--- src/rtl/exec_pkg.sv ---
// Shared definitions for the execute stage.
// Holds the alu_ctrl operation encodings, the multiply/divide FSM state
// type and the internal multiply/divide operation selector.
package exec_pkg;

    localparam logic [3:0] ALU_AND   = 4'd0;
    localparam logic [3:0] ALU_OR    = 4'd1;
    localparam logic [3:0] ALU_ADD   = 4'd2;
    localparam logic [3:0] ALU_SUB   = 4'd6;
    localparam logic [3:0] ALU_SLT   = 4'd7;
    localparam logic [3:0] ALU_MUL   = 4'd8;
    localparam logic [3:0] ALU_MULHU = 4'd9;
    localparam logic [3:0] ALU_DIVU  = 4'd10;
    localparam logic [3:0] ALU_REMU  = 4'd11;
    localparam logic [3:0] ALU_NOR   = 4'd12;

    typedef enum logic [1:0] {
        S_IDLE = 2'd0,
        S_BUSY = 2'd1,
        S_DONE = 2'd2
    } state_e;

    typedef enum logic [1:0] {
        MD_MUL   = 2'd0,
        MD_MULHU = 2'd1,
        MD_DIVU  = 2'd2,
        MD_REMU  = 2'd3
    } md_op_e;

endpackage

--- src/rtl/exec_stage_mc_if.sv ---
// Bus bundle between the ID/EX register, the execute stage and EX/MEM.
// master: upstream/driver side (instruction, forwarding sources in; results out)
// slave : execute stage side
interface exec_stage_mc_if #(
    parameter int DATA_W = 32,
    parameter int REG_AW = 5,
    parameter int CTRL_W = 4
);
    logic              in_valid;
    logic              in_ready;
    logic [CTRL_W-1:0] alu_ctrl;
    logic              alu_src;
    logic              branch;
    logic              reg_write;
    logic [REG_AW-1:0] rs;
    logic [REG_AW-1:0] rt;
    logic [REG_AW-1:0] rd;
    logic [DATA_W-1:0] read_data1;
    logic [DATA_W-1:0] read_data2;
    logic [DATA_W-1:0] imm;
    logic [DATA_W-1:0] pc;
    logic [REG_AW-1:0] mem_rd;
    logic [REG_AW-1:0] wb_rd;
    logic              mem_reg_write;
    logic              wb_reg_write;
    logic [DATA_W-1:0] mem_result;
    logic [DATA_W-1:0] wb_value;
    logic              out_valid;
    logic [REG_AW-1:0] out_rd;
    logic              out_reg_write;
    logic [DATA_W-1:0] out_result;
    logic              branch_taken;
    logic [DATA_W-1:0] branch_target;
    logic              flush;

    modport master (
        output in_valid, alu_ctrl, alu_src, branch, reg_write, rs, rt, rd,
               read_data1, read_data2, imm, pc, mem_rd, wb_rd,
               mem_reg_write, wb_reg_write, mem_result, wb_value,
        input  in_ready, out_valid, out_rd, out_reg_write, out_result,
               branch_taken, branch_target, flush
    );

    modport slave (
        input  in_valid, alu_ctrl, alu_src, branch, reg_write, rs, rt, rd,
               read_data1, read_data2, imm, pc, mem_rd, wb_rd,
               mem_reg_write, wb_reg_write, mem_result, wb_value,
        output in_ready, out_valid, out_rd, out_reg_write, out_result,
               branch_taken, branch_target, flush
    );
endinterface

--- src/rtl/exec_muldiv.sv ---
// Iterative multiply/divide unit: one shift-add (multiply) or one
// restoring-subtract (divide) step per cycle, DATA_W steps per operation.
// Ports: clk, rst_n; start/op/a/b launch an operation (honoured in IDLE);
// busy is high outside IDLE; done is high for the single DONE cycle, during
// which result holds the selected product half, quotient or remainder.
module exec_muldiv
    import exec_pkg::*;
#(
    parameter int DATA_W = 32
) (
    input  logic              clk,
    input  logic              rst_n,
    input  logic              start,
    input  md_op_e            op,
    input  logic [DATA_W-1:0] a,
    input  logic [DATA_W-1:0] b,
    output logic              busy,
    output logic              done,
    output logic [DATA_W-1:0] result
);
    localparam int CNT_W = $clog2(DATA_W + 1);

    state_e            state_r;
    state_e            state_s;
    md_op_e            op_r;
    logic [DATA_W-1:0] hi_r;    // product high half / partial remainder
    logic [DATA_W-1:0] lo_r;    // multiplier then product low / dividend then quotient
    logic [DATA_W-1:0] b_r;
    logic [CNT_W-1:0]  cnt_r;
    logic [DATA_W-1:0] hi_s;
    logic [DATA_W-1:0] lo_s;
    logic [DATA_W:0]   sum_s;
    logic [DATA_W:0]   shifted_s;
    logic [DATA_W:0]   trial_s;
    logic              is_div_s;

    // Next-state logic for the IDLE -> BUSY -> DONE sequence
    always_comb begin
        state_s = state_r;
        case (state_r)
            S_IDLE: begin
                if (start) begin
                    state_s = S_BUSY;
                end else begin
                    state_s = S_IDLE;
                end
            end
            S_BUSY: begin
                if (cnt_r == CNT_W'(1)) begin
                    state_s = S_DONE;
                end else begin
                    state_s = S_BUSY;
                end
            end
            S_DONE:  state_s = S_IDLE;
            default: state_s = S_IDLE;
        endcase
    end

    // One iteration step; a zero divisor naturally yields all-ones quotient
    // and the dividend as remainder, so no special case is needed.
    always_comb begin
        is_div_s  = (op_r == MD_DIVU) || (op_r == MD_REMU);
        sum_s     = {1'b0, hi_r} + (lo_r[0] ? {1'b0, b_r} : {(DATA_W+1){1'b0}});
        shifted_s = {hi_r, lo_r[DATA_W-1]};
        trial_s   = shifted_s - {1'b0, b_r};
        if (is_div_s) begin
            if (trial_s[DATA_W]) begin
                hi_s = shifted_s[DATA_W-1:0];
                lo_s = {lo_r[DATA_W-2:0], 1'b0};
            end else begin
                hi_s = trial_s[DATA_W-1:0];
                lo_s = {lo_r[DATA_W-2:0], 1'b1};
            end
        end else begin
            hi_s = sum_s[DATA_W:1];
            lo_s = {sum_s[0], lo_r[DATA_W-1:1]};
        end
    end

    // State, operand and iteration registers
    always_ff @(posedge clk or negedge rst_n) begin
        if (!rst_n) begin
            state_r <= S_IDLE;
            op_r    <= MD_MUL;
            hi_r    <= {DATA_W{1'b0}};
            lo_r    <= {DATA_W{1'b0}};
            b_r     <= {DATA_W{1'b0}};
            cnt_r   <= {CNT_W{1'b0}};
        end else begin
            state_r <= state_s;
            case (state_r)
                S_IDLE: begin
                    if (start) begin
                        op_r  <= op;
                        hi_r  <= {DATA_W{1'b0}};
                        lo_r  <= a;
                        b_r   <= b;
                        cnt_r <= CNT_W'(DATA_W);
                    end
                end
                S_BUSY: begin
                    hi_r  <= hi_s;
                    lo_r  <= lo_s;
                    cnt_r <= cnt_r - CNT_W'(1);
                end
                default: begin
                    cnt_r <= cnt_r;
                end
            endcase
        end
    end

    // Result selection from the finished iteration registers
    always_comb begin
        case (op_r)
            MD_MUL:   result = lo_r;
            MD_MULHU: result = hi_r;
            MD_DIVU:  result = lo_r;
            MD_REMU:  result = hi_r;
            default:  result = {DATA_W{1'b0}};
        endcase
    end

    assign busy = (state_r != S_IDLE);
    assign done = (state_r == S_DONE);

endmodule

--- src/rtl/exec_stage_mc.sv ---
// Execute stage: operand forwarding (MEM over WB), single-cycle ALU,
// iterative multiply/divide, branch-if-equal resolution and EX/MEM register.
// Ports: clk, rst_n (async active-low); bus (slave modport) carries the
// ID/EX instruction with valid/ready, the MEM/WB forwarding sources, the
// registered EX/MEM outputs and the branch_taken/branch_target/flush pulse.
module exec_stage_mc
    import exec_pkg::*;
#(
    parameter int DATA_W = 32,
    parameter int REG_AW = 5,
    parameter int CTRL_W = 4
) (
    input  logic           clk,
    input  logic           rst_n,
    exec_stage_mc_if.slave bus
);
    logic [DATA_W-1:0] a_s;
    logic [DATA_W-1:0] rt_fwd_s;
    logic [DATA_W-1:0] b_s;
    logic [DATA_W-1:0] diff_s;
    logic [DATA_W-1:0] alu_s;
    logic              is_md_s;
    md_op_e            md_op_s;
    logic              accept_s;
    logic              md_start_s;
    logic              md_busy_s;
    logic              md_done_s;
    logic [DATA_W-1:0] md_result_s;
    logic              taken_s;
    logic [DATA_W-1:0] target_s;

    logic              out_valid_r;
    logic [REG_AW-1:0] out_rd_r;
    logic              out_reg_write_r;
    logic [DATA_W-1:0] out_result_r;
    logic              branch_taken_r;
    logic [DATA_W-1:0] branch_target_r;
    logic [REG_AW-1:0] pend_rd_r;
    logic              pend_we_r;

    // Forwarded operands; MEM wins over WB, register 0 never forwards
    always_comb begin
        if (bus.mem_reg_write && (bus.mem_rd != {REG_AW{1'b0}}) && (bus.mem_rd == bus.rs)) begin
            a_s = bus.mem_result;
        end else if (bus.wb_reg_write && (bus.wb_rd != {REG_AW{1'b0}}) && (bus.wb_rd == bus.rs)) begin
            a_s = bus.wb_value;
        end else begin
            a_s = bus.read_data1;
        end
        if (bus.mem_reg_write && (bus.mem_rd != {REG_AW{1'b0}}) && (bus.mem_rd == bus.rt)) begin
            rt_fwd_s = bus.mem_result;
        end else if (bus.wb_reg_write && (bus.wb_rd != {REG_AW{1'b0}}) && (bus.wb_rd == bus.rt)) begin
            rt_fwd_s = bus.wb_value;
        end else begin
            rt_fwd_s = bus.read_data2;
        end
        if (bus.alu_src) begin
            b_s = bus.imm;
        end else begin
            b_s = rt_fwd_s;
        end
    end

    assign diff_s = a_s - b_s;

    // Single-cycle ALU and multi-cycle operation decode
    always_comb begin
        alu_s   = {DATA_W{1'b0}};
        is_md_s = 1'b0;
        md_op_s = MD_MUL;
        case (bus.alu_ctrl)
            CTRL_W'(ALU_AND):   alu_s = a_s & b_s;
            CTRL_W'(ALU_OR):    alu_s = a_s | b_s;
            CTRL_W'(ALU_ADD):   alu_s = a_s + b_s;
            CTRL_W'(ALU_SUB):   alu_s = diff_s;
            CTRL_W'(ALU_SLT):   alu_s = {{(DATA_W-1){1'b0}}, ($signed(a_s) < $signed(b_s))};
            CTRL_W'(ALU_NOR):   alu_s = ~(a_s | b_s);
            CTRL_W'(ALU_MUL):   begin is_md_s = 1'b1; md_op_s = MD_MUL;   end
            CTRL_W'(ALU_MULHU): begin is_md_s = 1'b1; md_op_s = MD_MULHU; end
            CTRL_W'(ALU_DIVU):  begin is_md_s = 1'b1; md_op_s = MD_DIVU;  end
            CTRL_W'(ALU_REMU):  begin is_md_s = 1'b1; md_op_s = MD_REMU;  end
            default:            alu_s = {DATA_W{1'b0}};
        endcase
    end

    // A branch is always resolved in one cycle, even with a multi-cycle code
    assign accept_s   = bus.in_valid && !md_busy_s;
    assign md_start_s = accept_s && is_md_s && !bus.branch;
    assign taken_s    = accept_s && bus.branch && (diff_s == {DATA_W{1'b0}});
    assign target_s   = bus.pc + (bus.imm << 2);

    exec_muldiv #(.DATA_W(DATA_W)) u_muldiv (
        .clk    (clk),
        .rst_n  (rst_n),
        .start  (md_start_s),
        .op     (md_op_s),
        .a      (a_s),
        .b      (b_s),
        .busy   (md_busy_s),
        .done   (md_done_s),
        .result (md_result_s)
    );

    // EX/MEM register, branch pulse and destination held during multi-cycle ops
    always_ff @(posedge clk or negedge rst_n) begin
        if (!rst_n) begin
            out_valid_r     <= 1'b0;
            out_rd_r        <= {REG_AW{1'b0}};
            out_reg_write_r <= 1'b0;
            out_result_r    <= {DATA_W{1'b0}};
            branch_taken_r  <= 1'b0;
            branch_target_r <= {DATA_W{1'b0}};
            pend_rd_r       <= {REG_AW{1'b0}};
            pend_we_r       <= 1'b0;
        end else begin
            branch_taken_r <= taken_s;
            if (taken_s) begin
                branch_target_r <= target_s;
            end
            if (md_done_s) begin
                out_valid_r     <= 1'b1;
                out_rd_r        <= pend_rd_r;
                out_reg_write_r <= pend_we_r;
                out_result_r    <= md_result_s;
            end else if (accept_s && !md_start_s) begin
                out_valid_r     <= 1'b1;
                out_rd_r        <= bus.rd;
                out_reg_write_r <= bus.reg_write && !bus.branch;
                out_result_r    <= alu_s;
            end else begin
                out_valid_r     <= 1'b0;
                out_reg_write_r <= 1'b0;
            end
            if (md_start_s) begin
                pend_rd_r <= bus.rd;
                pend_we_r <= bus.reg_write;
            end
        end
    end

    assign bus.in_ready      = !md_busy_s;
    assign bus.out_valid     = out_valid_r;
    assign bus.out_rd        = out_rd_r;
    assign bus.out_reg_write = out_reg_write_r;
    assign bus.out_result    = out_result_r;
    assign bus.branch_taken  = branch_taken_r;
    assign bus.branch_target = branch_target_r;
    assign bus.flush         = branch_taken_r;

endmodule

--- src/flat_wrapper.sv ---
// flat-port wrapper written by rule: the top's interface ports become plain ports
module exec_stage_mc_flat import exec_pkg::*;
#(
    parameter int DATA_W = 32,
    parameter int REG_AW = 5,
    parameter int CTRL_W = 4
)
  (clk, rst_n, bus_in_valid, bus_alu_ctrl, bus_alu_src, bus_branch, bus_reg_write, bus_rs, bus_rt, bus_rd, bus_read_data1, bus_read_data2, bus_imm, bus_pc, bus_mem_rd, bus_wb_rd, bus_mem_reg_write, bus_wb_reg_write, bus_mem_result, bus_wb_value, bus_in_ready, bus_out_valid, bus_out_rd, bus_out_reg_write, bus_out_result, bus_branch_taken, bus_branch_target, bus_flush);
  exec_stage_mc_if #(.DATA_W(DATA_W), .REG_AW(REG_AW), .CTRL_W(CTRL_W)) bus_i ();
  input  logic clk;
  input  logic rst_n;
  input wire logic [$bits(bus_i.in_valid)-1:0] bus_in_valid;
  input wire logic [$bits(bus_i.alu_ctrl)-1:0] bus_alu_ctrl;
  input wire logic [$bits(bus_i.alu_src)-1:0] bus_alu_src;
  input wire logic [$bits(bus_i.branch)-1:0] bus_branch;
  input wire logic [$bits(bus_i.reg_write)-1:0] bus_reg_write;
  input wire logic [$bits(bus_i.rs)-1:0] bus_rs;
  input wire logic [$bits(bus_i.rt)-1:0] bus_rt;
  input wire logic [$bits(bus_i.rd)-1:0] bus_rd;
  input wire logic [$bits(bus_i.read_data1)-1:0] bus_read_data1;
  input wire logic [$bits(bus_i.read_data2)-1:0] bus_read_data2;
  input wire logic [$bits(bus_i.imm)-1:0] bus_imm;
  input wire logic [$bits(bus_i.pc)-1:0] bus_pc;
  input wire logic [$bits(bus_i.mem_rd)-1:0] bus_mem_rd;
  input wire logic [$bits(bus_i.wb_rd)-1:0] bus_wb_rd;
  input wire logic [$bits(bus_i.mem_reg_write)-1:0] bus_mem_reg_write;
  input wire logic [$bits(bus_i.wb_reg_write)-1:0] bus_wb_reg_write;
  input wire logic [$bits(bus_i.mem_result)-1:0] bus_mem_result;
  input wire logic [$bits(bus_i.wb_value)-1:0] bus_wb_value;
  output wire logic [$bits(bus_i.in_ready)-1:0] bus_in_ready;
  output wire logic [$bits(bus_i.out_valid)-1:0] bus_out_valid;
  output wire logic [$bits(bus_i.out_rd)-1:0] bus_out_rd;
  output wire logic [$bits(bus_i.out_reg_write)-1:0] bus_out_reg_write;
  output wire logic [$bits(bus_i.out_result)-1:0] bus_out_result;
  output wire logic [$bits(bus_i.branch_taken)-1:0] bus_branch_taken;
  output wire logic [$bits(bus_i.branch_target)-1:0] bus_branch_target;
  output wire logic [$bits(bus_i.flush)-1:0] bus_flush;
  assign bus_i.in_valid = bus_in_valid;
  assign bus_i.alu_ctrl = bus_alu_ctrl;
  assign bus_i.alu_src = bus_alu_src;
  assign bus_i.branch = bus_branch;
  assign bus_i.reg_write = bus_reg_write;
  assign bus_i.rs = bus_rs;
  assign bus_i.rt = bus_rt;
  assign bus_i.rd = bus_rd;
  assign bus_i.read_data1 = bus_read_data1;
  assign bus_i.read_data2 = bus_read_data2;
  assign bus_i.imm = bus_imm;
  assign bus_i.pc = bus_pc;
  assign bus_i.mem_rd = bus_mem_rd;
  assign bus_i.wb_rd = bus_wb_rd;
  assign bus_i.mem_reg_write = bus_mem_reg_write;
  assign bus_i.wb_reg_write = bus_wb_reg_write;
  assign bus_i.mem_result = bus_mem_result;
  assign bus_i.wb_value = bus_wb_value;
  assign bus_in_ready = bus_i.in_ready;
  assign bus_out_valid = bus_i.out_valid;
  assign bus_out_rd = bus_i.out_rd;
  assign bus_out_reg_write = bus_i.out_reg_write;
  assign bus_out_result = bus_i.out_result;
  assign bus_branch_taken = bus_i.branch_taken;
  assign bus_branch_target = bus_i.branch_target;
  assign bus_flush = bus_i.flush;
  exec_stage_mc #(.DATA_W(DATA_W), .REG_AW(REG_AW), .CTRL_W(CTRL_W)) u_core (.clk(clk), .rst_n(rst_n), .bus(bus_i));
endmodule
--- config.mk ---
export PLATFORM = sky130hd
export DESIGN_NAME = exec_stage_mc_flat
export DESIGN_NICKNAME = d
export VERILOG_FILES = /design/src/rtl/exec_pkg.sv /design/src/rtl/exec_stage_mc_if.sv /design/src/rtl/exec_muldiv.sv /design/src/rtl/exec_stage_mc.sv /design/src/flat_wrapper.sv
export SDC_FILE = /design/constraint.sdc
export NUM_CORES = 1
export LEC_CHECK = 0
export ABC_AREA = 0
export BUFFER_PORTS_ARGS = -buffer_cell sky130_fd_sc_hd__buf_2
export CORE_MARGIN = 1.5
export CORE_UTILIZATION = 60
export CTS_CLUSTER_SIZE = 20
export DETAILED_ROUTE_END_ITERATION = 8
export PLACE_DENSITY = 0.94
export SYNTH_ARGS = -nofsm -noshare
export SYNTH_HDL_FRONTEND = slang
export SYNTH_SLANG_ARGS = --single-unit
--- constraint.sdc ---
create_clock -name clk -period 4.9 [get_ports clk]
set_input_delay 0.245 -clock clk [delete_from_list [all_inputs] [get_ports clk]]
set_output_delay 0.245 -clock clk [all_outputs]
set_load 0.02 [all_outputs]
==> flow_metrics.env, run 1 <==
export IMPL_status="did not finish"
export IMPL_last_stage_reached="5_1_grt"
export IMPL_toolErrorMsg="[ERROR GRT-0116] Global routing finished with congestion. Check the congestion regions in the DRC Viewer."
export IMPL_synth_edf_count=0
export IMPL_hpwlAfterDp_mm=67.3
export IMPL_seq_area_frac_synth_pct=21.9
export IMPL_synth_area_mux_share_pct=8.43
export IMPL_io_pins=303
export IMPL_synth_top_family_by_area="compound AO/OA/AOI/OAI gates"
export IMPL_synth_ff_type="dfrtp_1"
export IMPL_grt_pass1_vias=31100
export IMPL_grt_ovfl_total=120
export IMPL_chipHeight_um=190
export IMPL_synth_fa_ha_area_share_pct=12.1
export IMPL_fp_dieW_um=190
export IMPL_cts_sinks=184
export IMPL_async_flop_share_pct=100
export IMPL_cts_buffers=17
export IMPL_io_buffers=302
export IMPL_grt_util_all_layers_pct=71.5
export IMPL_yosys_warnings=0
export IMPL_start_util_pct=60.9
export IMPL_gp_congestion=1.14
export IMPL_grt_max_degree=160
export IMPL_synth_cells=2676
export IMPL_grt_pass1_wl_mm=194
export IMPL_synth_nets=3105
export IMPL_yosys_area_share_simple_pct=17.5
export IMPL_synth_seq_cells=184
export IMPL_synth_cell_types=100
export IMPL_synth_compound_area_share_pct=28.5
export IMPL_syn_avg_cell_area_sq_um=7.87
export IMPL_rows=68
export IMPL_cts_root_buf="clkbuf_16"
export IMPL_ctsHtreeMaxLevel=4
export IMPL_synth_xor_area_share_pct=5.66
export IMPL_cts_buffer_depth=2
export IMPL_synth_area_sq_mm=0.0211
-- routing by layer --
layer	track usage, %	overflow
met1	70.1	2
met2	85.0	62
met3	61.8	4
met4	68.5	52
met5	41.6	0
-- kinds of logic after synthesis --
family / Yosys count
xor+xnor: 136
simple gates: 778
buf+inv: 303
mux: 162
fa+ha+maj: 200
flops: 184
compound gates: 913
-- cells in the mapped netlist, drive strengths merged, types with 38 or more instances --
cell | number | area (sq um)
a211oi | 94 | 716
a21o | 64 | 482
a21oi | 244 | 1230
a31oi | 68 | 450
and2 | 43 | 272
clkbuf | 116 | 437
dfrtp | 184 | 4600
ha | 195 | 2440
inv | 152 | 571
mux2 | 38 | 533
mux2i | 124 | 1240
nand2 | 276 | 1040
nand3 | 48 | 245
nor2 | 191 | 717
nor2b | 54 | 338
nor3 | 46 | 230
o21ai | 190 | 955
xnor2 | 93 | 815
xor2 | 43 | 377
-- timing repair --
action                                 4_1_cts
buffers inserted                            13
gates resized for setup                     24
pin swaps                                   14
gates cloned                                 5
endpoints found under the hold margin       27
hold buffers                                 3
setup endpoints to repair                   32
-- per-stage QoR --
step                util, %  setup WS (ps)  std cells  area (sq um)
floorplan                 -          -81.6       2676         21300
detailed placement     73.1           -811       3611         25300
CTS                    75.9           -218       3664         26200
global placement       73.1           -615       3611         25300
==> inputs of run 2 (changes only) <==
--- a/config.mk
+++ b/config.mk
@@ -8,10 +8,9 @@
 export ABC_AREA = 0
 export BUFFER_PORTS_ARGS = -buffer_cell sky130_fd_sc_hd__buf_2
 export CORE_MARGIN = 1.5
-export CORE_UTILIZATION = 60
-export CTS_CLUSTER_SIZE = 20
+export CORE_UTILIZATION = 40
 export DETAILED_ROUTE_END_ITERATION = 8
-export PLACE_DENSITY = 0.94
+export PLACE_DENSITY_LB_ADDON = 0.15
 export SYNTH_ARGS = -nofsm -noshare
 export SYNTH_HDL_FRONTEND = slang
 export SYNTH_SLANG_ARGS = --single-unit
==> flow_metrics.env, run 2 <==
export IMPL_end_kind="register"
export IMPL_clk_latency_ps=510
export IMPL_synth_area_sq_mm=0.0211
export IMPL_grt_setup_unrepaired="true"
export IMPL_vias=23500
export IMPL_status="complete, but fails checks"
export IMPL_skew_ps=13.7
export IMPL_start_util_pct=40.8
export IMPL_drive_above_1_share_pct=28.9
export IMPL_violations="negative setup slack"
export IMPL_gr_usage_met3_pct=4.91
export IMPL_p_per_area_mw_per_mm2=452
export IMPL_cp_required_ps=5300
export IMPL_rows=83
export IMPL_worstHoldEndpoint="u_core.u_muldiv.op_r[0]$_DFFE_PN0P_"
export IMPL_drtIter0Drc=2027
export IMPL_cp_startpoint="bus_wb_rd[0]"
export IMPL_yosys_area_top_type="dfrtp_1"
export IMPL_synth_xor_area_share_pct=5.66
export IMPL_synth_top_family_by_area="compound AO/OA/AOI/OAI gates"
export IMPL_slew_viol_final=0
export IMPL_synthTopCellsByArea="dfrtp_1 22%, ha_1 12%, mux2i_1 5.9%, a21oi_1 5.7%, nand2_1 4.9%"
export IMPL_synth_fa_ha_area_share_pct=12.1
export IMPL_dieArea_sq_mm=0.0540
export IMPL_final_util_pct=53.3
export IMPL_antenna_left=0
export IMPL_timing_rr_end="u_core.u_muldiv.hi_r[19]$_DFFE_PN0P_"
export IMPL_fillers=4932
export IMPL_synth_cells=2676
export IMPL_wl_per_cell_um=23.4
export IMPL_firstDrtPassIters=5
export IMPL_syn_avg_cell_area_sq_um=7.87
export IMPL_cts_root_buf="clkbuf_16"
export IMPL_fin_crit_sh_pct=105
export IMPL_cap_violations=0
export IMPL_p_seq_share_pct=22.6
export IMPL_vdd_drop_max_v=0.000304
export IMPL_grt_ovfl_total=0
export IMPL_route_detailed_drc=0
export IMPL_p_leak_nw=12.9
export IMPL_hold_viol=0
export IMPL_io_pins=303
export IMPL_reg2reg_from="u_core.u_muldiv.lo_r[31]$_DFFE_PN0P_"
export IMPL_swShare_pct=49.7
export IMPL_clk_pin_slew_ps=90
export IMPL_area_delta_synth_final_pct=30.6
export IMPL_placed_area_sq_mm=0.0259
export IMPL_stdcell_area_sq_mm=0.0275
export IMPL_regToRegSetupSlack_ps=240
export IMPL_gp_congestion=0.979
export IMPL_path_max_fanout=8
export IMPL_fmax_mhz=195
export IMPL_yosys_warnings=0
export IMPL_crit_path_start_kind="input pin"
export IMPL_grt_util_all_layers_pct=34.3
export IMPL_synth_nets=3105
export IMPL_period_minus_slack_ps=5130
export IMPL_top_usage_layer="met2"
export IMPL_layout_common_cells="406 x buf_4, 301 x buf_2, 272 x nand2_1"
export IMPL_antenna_found_initial=7
export IMPL_synth_common_cells="275 x nand2_1, 241 x a21oi_1, 195 x ha_1"
export IMPL_cts_tree="yes"
export IMPL_hpwlAfterDp_mm=74.8
export IMPL_cts_buffers=17
export IMPL_path_class="input pin to register"
export IMPL_setup_ws_ps=-233
export IMPL_p_sw_mw=6.17
export IMPL_mostFrequentLayoutCell="buf_4"
export IMPL_fp_dieW_um=232
export IMPL_yosysMostFrequentCell="nand2_1"
export IMPL_coreArea_sq_mm=0.0516
export IMPL_io_buffers=302
export IMPL_p_int_mw=6.25
export IMPL_hold_start="bus_alu_ctrl[0]"
export IMPL_min_delay_path_depth=3
export IMPL_cts_sinks=184
export IMPL_chipHeight_um=232
export IMPL_grt_max_degree=115
export IMPL_grt_pass1_wl_mm=141
export IMPL_synth_edf_count=0
export IMPL_clkPwrFrac_pct=12.0
export IMPL_timing_hold_ws_ps=41.7
export IMPL_combPwrFrac_pct=65.4
export IMPL_synth_ff_type="dfrtp_1"
export IMPL_timing_slew_headroom_pct=28.9
export IMPL_grt_pass1_vias=23000
export IMPL_finalSetupViolCount=32
export IMPL_finalNetCount=3707
export IMPL_async_flop_share_pct=100
export IMPL_min_path_type="input pin to register"
export IMPL_synth_top_cell_area_share_pct=21.9
export IMPL_reg2reg_depth=15
export IMPL_seq_area_frac_synth_pct=21.9
export IMPL_yosys_area_share_simple_pct=17.5
export IMPL_cp_arrival_ps=5530
export IMPL_vias_per_cell=5.92
export IMPL_synth_compound_area_share_pct=28.5
export IMPL_synth_cell_types=100
export IMPL_met2_usage_pct=53.5
export IMPL_totalWireLength_mm=93.3
export IMPL_synth_area_mux_share_pct=8.43
export IMPL_cts_buffer_depth=2
export IMPL_grt_util_met1_pct=46.5
export IMPL_synth_seq_cells=184
export IMPL_worst_slew_pin_slew_ps=1060
export IMPL_ctsHtreeMaxLevel=4
-- run 2: cell counts after synthesis --
Identical to the previous run, type by type.
-- run 2: power groups by stage --
stage | registers [mW] | clock network [mW] | logic [mW]
6_report | 2.81 | 1.49 | 8.12
5_1_grt | 2.85 | 1.56 | 8.87
4_1_cts | 2.77 | 1.51 | 7.98
3_5_place_dp | 2.79 | 0 | 7.82
3_3_place_gp | 2.78 | 0 | 7.71
2_1_floorplan | 2.60 | 0 | 5.38
-- run 2: logic make-up after synthesis --
| group | count (synthesis) |
|---|---|
| AND/OR/NAND/NOR | 778 |
| buffers and inverters | 303 |
| adder cells (fa/ha/maj) | 200 |
| AO/OA/AOI/OAI | 913 |
| flip-flops | 184 |
| XOR/XNOR | 136 |
| multiplexers | 162 |
-- run 2: per-layer routing --
layer,wire [um],vias up,share of wire [%]
met3,5750,179,6.2
li1,-,11000,-
met4,4410,0,4.7
met5,0,-,0
met1,41400,11500,44
met2,41700,890,45
-- run 2: final cells by class --
class / instances / area [sq um] / share of cell area [%]
multi-input combinational: 2189 / 15900 / 57.9
sequential: 184 / 4610 / 16.8
clock buffer: 17 / 425 / 1.55
tap: 680 / 851 / 3.10
antenna: 7 / 17.5 / 0.0637
clock inverter: 14 / 158 / 0.574
inverter: 152 / 571 / 2.08
timing repair buffer: 734 / 4940 / 18.0
-- run 2: through the flow --
stage	power (mW)	setup WS (ps)	setup TNS [ps]	cells
floorplan	7.98	-81.6	-2270	2676
global placement	10.5	-1020	-38140	3894
detailed placement	10.6	-1010	-37270	3894
CTS	12.3	-25.3	-368	3962
global route	13.3	-345	-10240	3977
finish	12.4	-233	-6400	3977
-- run 2: worst max path at each step --
stage	endpoint	slack, ps	cells after the start
floorplan	u_core.bus.branch_target[0]$_DFFE_PN0P_	-80	19
global placement	u_core.bus.branch_target[17]$_DFFE_PN0P_	-1020	21
detailed placement	u_core.bus.branch_target[17]$_DFFE_PN0P_	-1010	21
CTS	u_core.bus.branch_target[31]$_DFFE_PN0P_	-30	24
global route	u_core.bus.branch_target[4]$_DFFE_PN0P_	-350	24
finish	u_core.bus.branch_target[16]$_DFFE_PN0P_	-230	24
-- run 2: timing repair --
item | in CTS | in global routing
setup endpoints to repair | 34 | 42
hold endpoints to repair | 83 | 0
cloned | 3 | 1
resized for setup | 72 | 28
hold buffers | 9 | 0
pin swaps | 29 | 21
buffers inserted | 26 | 10
-- run 2: worst max-delay path: stages --
cell      delay, ps
buf_2           120
or4_4           140
o21ai_4          60
buf_4           140
nor4_4          520
buf_6           220
mux2i_1         230
nor2_1           60
a21oi_1         170
ha_2            230
fa_2            230
nand2b_4        170
a211oi_4         70
o211ai_2        280
buf_4           170
a31oi_4          90
or3_4           350
a2111o_1        470
nor4_4          320
nand4_1         180
nor4_4          320
buf_6           200
buf_12          170
mux2_2          340
No activity file was read; power rests on OpenSTA's default activity.
==> inputs of run 3 (changes only) <==
--- a/config.mk
+++ b/config.mk
@@ -10,7 +10,8 @@
 export CORE_MARGIN = 1.5
 export CORE_UTILIZATION = 40
 export DETAILED_ROUTE_END_ITERATION = 8
-export PLACE_DENSITY_LB_ADDON = 0.15
+export PLACE_DENSITY = 0.65
 export SYNTH_ARGS = -nofsm -noshare
 export SYNTH_HDL_FRONTEND = slang
 export SYNTH_SLANG_ARGS = --single-unit
+export TNS_END_PERCENT = 50
==> flow_metrics.env, run 3 (synthesis results as in run 2) <==
export IMPL_status="complete, but fails checks"
export IMPL_violations="negative setup slack"
export IMPL_hold_start="bus_alu_ctrl[0]"
export IMPL_vdd_drop_max_v=0.000289
export IMPL_start_util_pct=40.8
export IMPL_end_kind="register"
export IMPL_path_common_cell="buf_4"
export IMPL_layout_common_cells="408 x buf_4, 301 x buf_2, 271 x nand2_1"
export IMPL_dieArea_sq_mm=0.0540
export IMPL_crit_slowest_cell="or4_4"
export IMPL_slowest_delay_ps=530
export IMPL_cts_root_buf="clkbuf_16"
export IMPL_timing_hold_ws_ps=32.4
export IMPL_fin_setup_tns_ps=-5660
export IMPL_grt_pass1_wl_mm=134
export IMPL_cap_violations=0
export IMPL_worst_slew_pin_slew_ps=1020
export IMPL_antenna_left=0
export IMPL_cts_buffers=17
export IMPL_fp_dieW_um=232
export IMPL_skew_ps=21.0
export IMPL_firstDrtPassIters=5
export IMPL_hpwlAfterDp_mm=70.9
export IMPL_cp_arrival_ps=5540
export IMPL_drtIter0Drc=2399
export IMPL_p_per_area_mw_per_mm2=446
export IMPL_rows=83
export IMPL_timing_rr_end="u_core.u_muldiv.hi_r[3]$_DFFE_PN0P_"
export IMPL_final_util_pct=53.7
export IMPL_grt_ovfl_total=0
export IMPL_placed_area_sq_mm=0.0261
export IMPL_chipHeight_um=232
export IMPL_timing_slew_headroom_pct=31.8
export IMPL_regToRegSetupSlack_ps=440
export IMPL_route_detailed_drc=0
export IMPL_path_max_fanout=13
export IMPL_grt_pass1_vias=22900
export IMPL_path_class="input pin to register"
export IMPL_fmax_mhz=194
export IMPL_io_buffers=302
export IMPL_cp_required_ps=5290
export IMPL_setup_ws_ps=-254
export IMPL_ctsHtreeMaxLevel=4
export IMPL_gp_congestion=1.02
export IMPL_min_delay_path_depth=3
export IMPL_reg2reg_depth=15
export IMPL_min_path_type="input pin to register"
export IMPL_cts_buffer_depth=2
export IMPL_grt_max_degree=111
export IMPL_drive_above_1_share_pct=29.3
export IMPL_cts_sinks=184
export IMPL_slew_viol_final=0
export IMPL_mostFrequentLayoutCell="buf_4"
export IMPL_fin_total_pwr_mw=12.4
export IMPL_fillers=4886
export IMPL_finalSetupViolCount=32
export IMPL_reg2reg_from="u_core.u_muldiv.lo_r[31]$_DFFE_PN0P_"
export IMPL_worstHoldEndpoint="u_core.u_muldiv.op_r[0]$_DFFE_PN0P_"
export IMPL_vias=23500
export IMPL_antenna_found_initial=2
export IMPL_wl_per_cell_um=22.3
export IMPL_crit_path_start_kind="input pin"
export IMPL_period_minus_slack_ps=5150
export IMPL_fin_crit_sh_pct=105
export IMPL_grt_setup_unrepaired="true"
export IMPL_stdcell_area_sq_mm=0.0277
export IMPL_finalNetCount=3718
export IMPL_cp_startpoint="bus_wb_rd[0]"
export IMPL_totalWireLength_mm=88.9
export IMPL_coreArea_sq_mm=0.0516
export IMPL_io_pins=303
export IMPL_clk_pin_slew_ps=90
export IMPL_vias_per_cell=5.91
export IMPL_p_leak_nw=13.0
export IMPL_clk_latency_ps=500
export IMPL_grt_util_all_layers_pct=32.5
export IMPL_area_delta_synth_final_pct=31.7
export IMPL_cts_tree="yes"
export IMPL_hold_viol=0
-- run 3: layout make-up --
type                    count  area (sq um)  area share (%)
repair buffers            745          5160            18.6
flip-flops and latches    184          4610            16.6
inverters                 152           571            2.06
clock buffers              18           429            1.55
multi-input cells        2189         15900            57.4
well taps                 680           851            3.07
diodes                      3          7.51          0.0271
clock inverters            14           183           0.659
-- run 3: worst max-delay path by stage --
stage / end / slack (ps) / cells after the start
floorplan: u_core.bus.branch_target[0]$_DFFE_PN0P_ / -80 / 19
finish: u_core.bus.branch_target[16]$_DFFE_PN0P_ / -250 / 26
CTS: u_core.bus.branch_target[16]$_DFFE_PN0P_ / -210 / 23
global route: u_core.bus.branch_target[16]$_DFFE_PN0P_ / -360 / 26
global placement: u_core.bus.branch_target[5]$_DFFE_PN0P_ / -930 / 26
detailed placement: u_core.bus.branch_target[2]$_DFFE_PN0P_ / -1010 / 25
-- run 3: report_power, final --
part / internal (mW) / switching [mW] / total [mW]
clock network: 0.776 / 0.759 / 1.53
logic: 3.49 / 4.61 / 8.10
registers: 2.05 / 0.676 / 2.73
total: 6.31 / 6.05 / 12.4
-- run 3: layer usage --
metal	routed length, um	global-route usage, %	vias to the layer above
met1	37400	42.5	11200
met3	6530	5.12	189
li1	-	-	11000
met2	41100	53.2	1089
met4	3790	12.9	0
met5	0	0	-
-- run 3: repair_timing --
action | 4_1_cts | 5_1_grt
setup buffers | 28 | 6
hold endpoints to repair | 84 | 0
gates resized for setup | 35 | 70
endpoints found under the setup margin | 34 | 49
gates cloned | 3 | 0
pin swaps | 24 | 18
hold buffers | 9 | 0
-- run 3: critical path: cells and delay by family --
kind	cells	cell delay, ps
simple gates	6	1390
mux	2	450
compound gates	8	1740
buf+inv	9	1470
fa+ha+maj	1	210
-- run 3: through the flow --
stage,worst slack [ps],instances
finish,-254,3985
global route,-356,3983
CTS,-211,3976
detailed placement,-1010,3905
global placement,-929,3905
floorplan,-81.6,2676
